[config.mk]
export PLATFORM = sky130hd
export DESIGN_NAME = pc_branch_unit
export DESIGN_NICKNAME = d
export VERILOG_FILES = /design/src/rtl/pc_branch_unit.sv
export SDC_FILE = /design/constraint.sdc
export NUM_CORES = 1
export LEC_CHECK = 0
export ABC_AREA = 1
export CAP_MARGIN = 15
export CORE_ASPECT_RATIO = 1.1
export CORE_UTILIZATION = 47
export CTS_BUF_LIST = sky130_fd_sc_hd__clkbuf_8
export DETAILED_ROUTE_END_ITERATION = 10
export PLACE_DENSITY = 0.79
export SYNTH_ARGS = -nofsm -noshare
export SYNTH_HDL_FRONTEND = slang
export SYNTH_SLANG_ARGS = --single-unit
[constraint.sdc]
create_clock -name CLK -period 1.8 [get_ports CLK]
set_input_delay 0.18 -clock CLK [delete_from_list [all_inputs] [get_ports CLK]]
set_output_delay 0.18 -clock CLK [all_outputs]
set_load 0.03 [all_outputs]
[src/rtl/pc_branch_unit.sv]
// Program counter register with next-PC resolution: conditional branches, direct and
// register-indirect jumps, stall hold, misaligned-target trap and saturating branch counters.
module pc_branch_unit #(
  parameter int                XLEN       = 32,
  parameter logic [XLEN-1:0]   RESET_VEC  = 32'h0000_0000,
  parameter logic [XLEN-1:0]   TRAP_VEC   = 32'h0000_0010,
  parameter int                ALIGN_BITS = 2,
  parameter int                CNT_W      = 16
) (
  input  logic             CLK,
  input  logic             RST,
  input  logic             STALL,
  input  logic             VALID,
  input  logic [2:0]       OPCODE,
  input  logic             Z,
  input  logic [XLEN-1:0]  D,
  input  logic [XLEN-1:0]  IMM,
  input  logic [XLEN-1:0]  RS1,
  output logic [XLEN-1:0]  PC,
  output logic [XLEN-1:0]  PC_LINK,
  output logic             TAKEN,
  output logic             MISALIGN,
  output logic [XLEN-1:0]  BAD_ADDR,
  output logic [CNT_W-1:0] BR_CNT,
  output logic [CNT_W-1:0] TK_CNT
);

  typedef enum logic [2:0] {
    OP_SEQ  = 3'd0,
    OP_ZER  = 3'd1,
    OP_NZR  = 3'd2,
    OP_DAT  = 3'd3,
    OP_NDT  = 3'd4,
    OP_JMP  = 3'd5,
    OP_JMPR = 3'd6,
    OP_RSV  = 3'd7
  } op_t;

  logic [XLEN-1:0]  pc_reg;
  logic             taken_reg;
  logic             misalign_reg;
  logic [XLEN-1:0]  bad_addr_reg;
  logic [CNT_W-1:0] br_cnt_reg;
  logic [CNT_W-1:0] tk_cnt_reg;

  op_t             op;
  logic            is_cond;
  logic            take;
  logic [XLEN-1:0] target;
  logic            misaligned_bits;
  logic            trap;
  logic [XLEN-1:0] pc_next;

  // An invalid slot behaves exactly like a sequential instruction.
  assign op = VALID ? op_t'(OPCODE) : OP_SEQ;

  always_comb begin
    is_cond = 1'b0;
    take    = 1'b0;
    target  = pc_reg + IMM;
    case (op)
      OP_ZER:  begin is_cond = 1'b1; take = Z;    end
      OP_NZR:  begin is_cond = 1'b1; take = !Z;   end
      OP_DAT:  begin is_cond = 1'b1; take = |D;   end
      OP_NDT:  begin is_cond = 1'b1; take = ~|D;  end
      OP_JMP:  take = 1'b1;
      OP_JMPR: begin
        take   = 1'b1;
        target = (RS1 + IMM) & ~{{(XLEN-1){1'b0}}, 1'b1};
      end
      default: take = 1'b0;
    endcase
  end

  generate
    if (ALIGN_BITS > 0) begin : g_align
      assign misaligned_bits = |target[ALIGN_BITS-1:0];
    end else begin : g_no_align
      assign misaligned_bits = 1'b0;
    end
  endgenerate

  // Only a taken target is checked; the fall-through path is always aligned by construction.
  assign trap    = take && misaligned_bits;
  assign pc_next = trap ? TRAP_VEC : (take ? target : pc_reg + XLEN'(4));

  always_ff @(posedge CLK) begin
    if (RST) begin
      pc_reg       <= RESET_VEC;
      taken_reg    <= 1'b0;
      misalign_reg <= 1'b0;
      bad_addr_reg <= '0;
      br_cnt_reg   <= '0;
      tk_cnt_reg   <= '0;
    end else if (STALL) begin
      taken_reg    <= 1'b0;
      misalign_reg <= 1'b0;
    end else begin
      pc_reg       <= pc_next;
      taken_reg    <= take && !trap;
      misalign_reg <= trap;
      if (trap) begin
        bad_addr_reg <= target;
      end
      // Counters stick at all-ones rather than wrapping.
      if (is_cond && (br_cnt_reg != '1)) begin
        br_cnt_reg <= br_cnt_reg + 1'b1;
      end
      if (is_cond && take && (tk_cnt_reg != '1)) begin
        tk_cnt_reg <= tk_cnt_reg + 1'b1;
      end
    end
  end

  assign PC       = pc_reg;
  assign PC_LINK  = pc_reg + XLEN'(4);
  assign TAKEN    = taken_reg;
  assign MISALIGN = misalign_reg;
  assign BAD_ADDR = bad_addr_reg;
  assign BR_CNT   = br_cnt_reg;
  assign TK_CNT   = tk_cnt_reg;

endmodule

==> results.env, run 1 <==
SYNTHSIMPLEGATEAREAFRAC_PCT=39.1
GRT_OVERFLOW=570
TRACK_USAGE_PCT=89.4
YOSYS-MUX-AREA-FRACTION_PCT=0
CLKSINKCOUNT=98
SYNTH_EDF_COUNT=0
VERTICAL_DIE_DIMENSION_UM=153
FLOORPLAN.INITIALDENSITY_PCT=48.5
ASYNCSETRESETFLOPFRACSYNTH_PCT=0
GRT_MAX_DEGREE=53
SYNTHESIS.NETS=1887
YS_SEQ_AREA_SHARE_PCT=20.1
SYN-INSTANCE-COUNT=1717
CTS.ROOT.BUFFER_CELL='clkbuf_8'
DIE_WD_UM=140
CTS_BUFFERS=9
MAX-CLOCK-PATH-BUFFERS=2
SYNTH_XOR_AREA_SHARE_PCT=4.48
PLACEMENTROWS=54
PLACEMENT_SETUP_SLACK_NS=-0.901
NETLIST_AREA_SQ_MM=0.00977
CTS.HTREE.LEVELS=3
CRIT_ENDPOINT='PC_LINK[22]'
SYN_AVG_CELL_AREA_SQ_UM=5.69
IO_BUFFERS=233
YS_TYPES=43
GP_ROUTABILITY_CONGESTION=1.05
COUNT_OF_STATE_ELEMENTS_AFTER_SYNTHESIS=98
YOSYS.AREA_SHARE.ADDER_PCT=8.60
SYNTH_COMPOUND_AREA_SHARE_PCT=15.7
POSTCTSHOLDBUFS=0
LASTSTAGE='5_1_grt'
SYNTH_TOP_FAMILY_BY_AREA='simple AND/OR/NAND/NOR gates'
TOOLERRORMSG='[ERROR GRT-0232] Routing congestion too high. Check the congestion heatmap in the GUI.'
SYNTHESIS.YOSYS.WARNINGS=0
YS.FLOP_TYPE='dfxtp_1'
OUTCOME='did not finish'
IOS=234
PLACE.DETAILED.HPWL_MM=32.7
TIMING.WORST_ENDPOINT.KIND='primary output'
-- Yosys cell counts (13+ instances only) --
master / n / area [sq um]
nand3_1: 136 / 681
nor3_1: 38 / 190
a21oi_1: 173 / 866
nand2_1: 511 / 1920
nor2_1: 169 / 634
dfxtp_1: 98 / 1960
o21ai_0: 99 / 495
xnor2_1: 19 / 166
xor2_1: 31 / 272
clkbuf_1: 17 / 63.8
buf_2: 13 / 65.1
ha_1: 64 / 801
inv_1: 255 / 957
nand4_1: 22 / 138
-- cell families after synthesis --
logic type / count (synthesis)
and+or+nand+nor: 907
buffers and inverters: 301
AOI/OAI and AO/OA: 295
DFF: 98
adders and majority gates: 66
xor gates and xnor gates: 50
-- routing by layer --
metal	global-route usage [%]	GRT overflow
met1	86.5	17
met2	106	367
met3	74.2	8
met4	99.1	176
met5	34.8	2
-- timing repair --
item,4_1_cts
pin swaps,121
endpoints found under the setup margin,123
buffers inserted,64
gates cloned,7
gates resized for setup,408
-- stage by stage --
stage | area, sq um | cells
2_1_floorplan | 10200 | 1717
3_3_place_gp | 14800 | 2420
3_5_place_dp | 14800 | 2420
4_1_cts | 17200 | 2507
==> run 2, diff against run 1 <==
--- a/config.mk
+++ b/config.mk
@@ -7,11 +7,9 @@
 export LEC_CHECK = 0
 export ABC_AREA = 1
 export CAP_MARGIN = 15
-export CORE_ASPECT_RATIO = 1.1
-export CORE_UTILIZATION = 47
-export CTS_BUF_LIST = sky130_fd_sc_hd__clkbuf_8
+export CORE_UTILIZATION = 40
 export DETAILED_ROUTE_END_ITERATION = 10
-export PLACE_DENSITY = 0.79
+export PLACE_DENSITY_LB_ADDON = 0.15
 export SYNTH_ARGS = -nofsm -noshare
 export SYNTH_HDL_FRONTEND = slang
 export SYNTH_SLANG_ARGS = --single-unit
==> constraint.sdc (replaced) <==
create_clock -name CLK -period 2.3 [get_ports CLK]
set_input_delay 0.23 -clock CLK [delete_from_list [all_inputs] [get_ports CLK]]
set_output_delay 0.23 -clock CLK [all_outputs]
set_load 0.03 [all_outputs]
==> run 2 against run 1 <==
- the flow now finishes, with violations (negative setup slack)
- synthesized cell count did not move
- synthesized area unchanged
==> results.env, run 2 <==
POST_ROUTE_CELLS_DRIVE_ABOVE_1_SHARE_PCT=20.7
MIN-DELAY-PATH-CLASS='flop to flop'
GRT_MAX_DEGREE=70
POST-LAYOUT-TOTAL-POWER_mW=6.37
CTS.HTREE.LEVELS=3  # unchanged
YS_TYPES=43  # unchanged
SYN_AVG_CELL_AREA_SQ_UM=5.69  # unchanged
GP_ROUTABILITY_CONGESTION=0.968  # -7.9%
ROUTE.DETAILED.VIAS_PER_INST=5.11
NETLIST_AREA_SQ_MM=0.00977  # unchanged
YOSYSTOPAREACELLSHARE_PCT=20.1  # unchanged
FINAL_HOLD_VIOL_COUNT=0
TIMING.MAX_SLEW.REL_SLACK_PCT=63.7
CP_MAX_FO=4
TIMING_WORST_SLEW_PIN_VALUE_NS=0.540
GRT_SETUP_UNREPAIRED='true'
REMAINING_DRC_ERRORS=0
ROUTED_WIRE_LENGTH_PER_INSTANCE_UM=15.9
POSTPLACECELLAREA_SQ_MM=0.0144  # -2.7%
GRT_OVERFLOW=0
CTS.ROOT.BUFFER_CELL='clkbuf_16'
DIE_WD_UM=158  # +13%
TRITONCTS='done'
SORT_OF_ELEMENT_AT_THE_END_OF_THE_CRITICAL_PATH='primary output'
SETUP_VIOLATIONS_FINAL=2
FINISH.INSTANCE_AREA_SQ_MM=0.0155
MOSTFREQUENTLAYOUTCELL='nand2_1'
DIE_AREA_SQ_MM=0.0251
WORSTPATHARRIVAL_NS=2.08
DR_TOTAL_VIAS=12800
POSTCTSHOLDBUFS=0  # unchanged
PLACE.DETAILED.HPWL_MM=32.1  # -1.8%
MIN_PERIOD_NS=2.31
GRT_FIRST_PASS_WIRELENGTH_MM=58.9
SLEW_VIOL_FINAL=0
SYNTH_EDF_COUNT=0  # unchanged
GRT_PASS1_VIAS=11400
YS_TOP_CELLS_BY_AREA='dfxtp_1 (20%), nand2_1 (20%), inv_1 (9.8%), a21oi_1 (8.9%), ha_1 (8.2%)'
FINAL_CELL_MIX='nand2_1 (485), buf_4 (259), inv_1 (250)'
AREA.GROWTH.SYNTH_TO_FINAL_PCT=58.9
GRT_ANTENNA_BEFORE_REPAIR=0
TIMING.MAX_CAP.VIOLATIONS=0
OUTCOME='finished with violations'
HOLD_WS_NS=0.460
CTS_BUFFERS=9  # unchanged
SYNTHESIS.NETS=1887  # unchanged
WORST_SETUP_PATH_START_KIND='flop'
FIN_CRIT_SH_PCT=100
FIN_UTIL_PCT=65.4
ASYNCSETRESETFLOPFRACSYNTH_PCT=0  # unchanged
DRT_FIRST_PASS_ITERS=6
COUNT_OF_STATE_ELEMENTS_AFTER_SYNTHESIS=98  # unchanged
IO_BUFFERS=233  # unchanged
CRITICAL_PATH_REQUIRED_NS=2.07
YS_SEQ_AREA_SHARE_PCT=20.1  # unchanged
DR.FIRST_ITER.DRC_COUNT=1180
IOS=234  # unchanged
PWR_DENSITY_CELL_mW_PER_MM2=410
SYNTHDOMINANTAREACELLTYPE='dfxtp_1'
VERTICAL_DIE_DIMENSION_UM=158  # +3.3%
CORE_AREA_SQ_MM=0.0238
NUM_ANTENNA_CELLS=0
FLOORPLAN.INITIALDENSITY_PCT=41.2  # -7.4 points
NETS=2357
PLACEMENTROWS=56  # +3.7%
VDD_IR_DROP_MAX_mV=0.321
POST_ROUTE_WORST_SETUP_SLACK_NS=-0.00919
CTS.CLK_SLEW.WORST_PATHS_NS=0.06
TIMING.SETUP.CRITICAL_PATH_CLASS='flop to primary output'
MAX-CLOCK-PATH-BUFFERS=2  # unchanged
VIOLATIONS='negative setup slack'
MOST_USED_STANDARD_CELL_BY_INSTANCE_COUNT_AFTER_SYNTHESIS='nand2_1'
TRACK_USAGE_PCT=30.5
POWER.LEAKAGE_nW=7.45
YS.FLOP_TYPE='dfxtp_1'
SYNTHESIS.YOSYS.WARNINGS=0  # unchanged
TOTALWIRELENGTH_MM=39.8
FINAL_ANTENNA_NET_COUNT=0
FMAX_GHz=0.433
CLK_LATENCY_NS=0.35
SYN-INSTANCE-COUNT=1717  # unchanged
FINALCLOCKSKEW_NS=0.00651
CLKSINKCOUNT=98  # unchanged
SYNTH_COMMON_CELLS='nand2_1 (511), inv_1 (255), a21oi_1 (173)'
## run 2: kinds of logic after synthesis
kind of cell / Yosys count / share of synthesized area [%]
buffers and inverters: 301 / 12.1
and+or+nand+nor: 907 / 39.1
DFF: 98 / 20.1
xor gates and xnor gates: 50 / 4.48
adders and majority gates: 66 / 8.60
AOI/OAI and AO/OA: 295 / 15.7
## run 2: path summary, 6_finish.rpt
path / startpoint / endpoint / cells past startpoint / slack, ns
worst min register to register: BAD_ADDR[1] / BAD_ADDR[1] / 2 / 0.46
worst max-delay path: PC[6] / PC_LINK[13] / 9 / -0.009
worst min-delay path: BAD_ADDR[1] / BAD_ADDR[1] / 2 / 0.46
worst max register to register: PC[0] / PC[23] / 10 / 0.16
## run 2: area by class of cell
cell class                 instances  area [sq um]
sequential                        98          2010
clock inverter                     4          51.3
multi-input combinational       1318          7220
fill                            2210          8230
timing repair buffer             499          4610
inverter                         261           987
clock buffer                      11           253
tap                              319           399
## run 2: worst max-delay path, cell delays in order, from the launching register on
cell and delay [ns]:
dfxtp_4 0.39, nand2_4 0.08, inv_1 0.08, nand4_1 0.23, buf_4 0.22, buf_4 0.14
nor4_4 0.19, xnor2_1 0.18, inv_1 0.06, buf_4 0.17
## run 2: per-stage QoR
stage / instances / worst slack (ns) / setup TNS, ns
final: 2510 / -0.00919 / -0.0162
after global placement: 2466 / -0.377 / -12.12
after CTS: 2487 / -0.0466 / -0.0881
after detailed placement: 2466 / -0.404 / -13.83
after global routing: 2510 / -0.0953 / -0.616
after floorplan: 1717 / -0.0270 / -0.0270
## run 2: power breakdown
part / switching, mW / internal [mW]
combinational: 1.62 / 1.33
sequential: 0.0858 / 1.77
clock: 0.662 / 0.897
total: 2.37 / 4.00
## run 2: repair_timing
action,in CTS,in global routing
setup buffers,6,23
endpoints found under the setup margin,29,68
pin swaps,7,28
gates resized for setup,34,137
## run 2: layer usage
metal  wire, um  global-route usage [%]
met5          0                       0
met3       3130                    4.27
met2      18200                    50.3
met1      17300                    40.4
met4       1200                    10.9
(Power assumes the default switching activity.)
==> run 3, diff against run 2 <==
--- a/config.mk
+++ b/config.mk
@@ -8,6 +8,7 @@
 export ABC_AREA = 1
 export CAP_MARGIN = 15
 export CORE_UTILIZATION = 40
+export CTS_CLUSTER_SIZE = 24
 export DETAILED_ROUTE_END_ITERATION = 10
 export PLACE_DENSITY_LB_ADDON = 0.15
 export SYNTH_ARGS = -nofsm -noshare
==> results of run 3 <==
No change in the layout: final DEF, timing and power equal those of run 2.
==> run 4, diff against run 3 <==
--- a/config.mk
+++ b/config.mk
@@ -6,8 +6,10 @@
 export NUM_CORES = 1
 export LEC_CHECK = 0
 export ABC_AREA = 1
+export ABC_CLOCK_PERIOD_IN_PS = 2300
 export CAP_MARGIN = 15
 export CORE_UTILIZATION = 40
+export CTS_CLUSTER_DIAMETER = 120
 export CTS_CLUSTER_SIZE = 24
 export DETAILED_ROUTE_END_ITERATION = 10
 export PLACE_DENSITY_LB_ADDON = 0.15
==> results of run 4 <==
No change in the layout: final DEF, timing and power equal those of run 2.
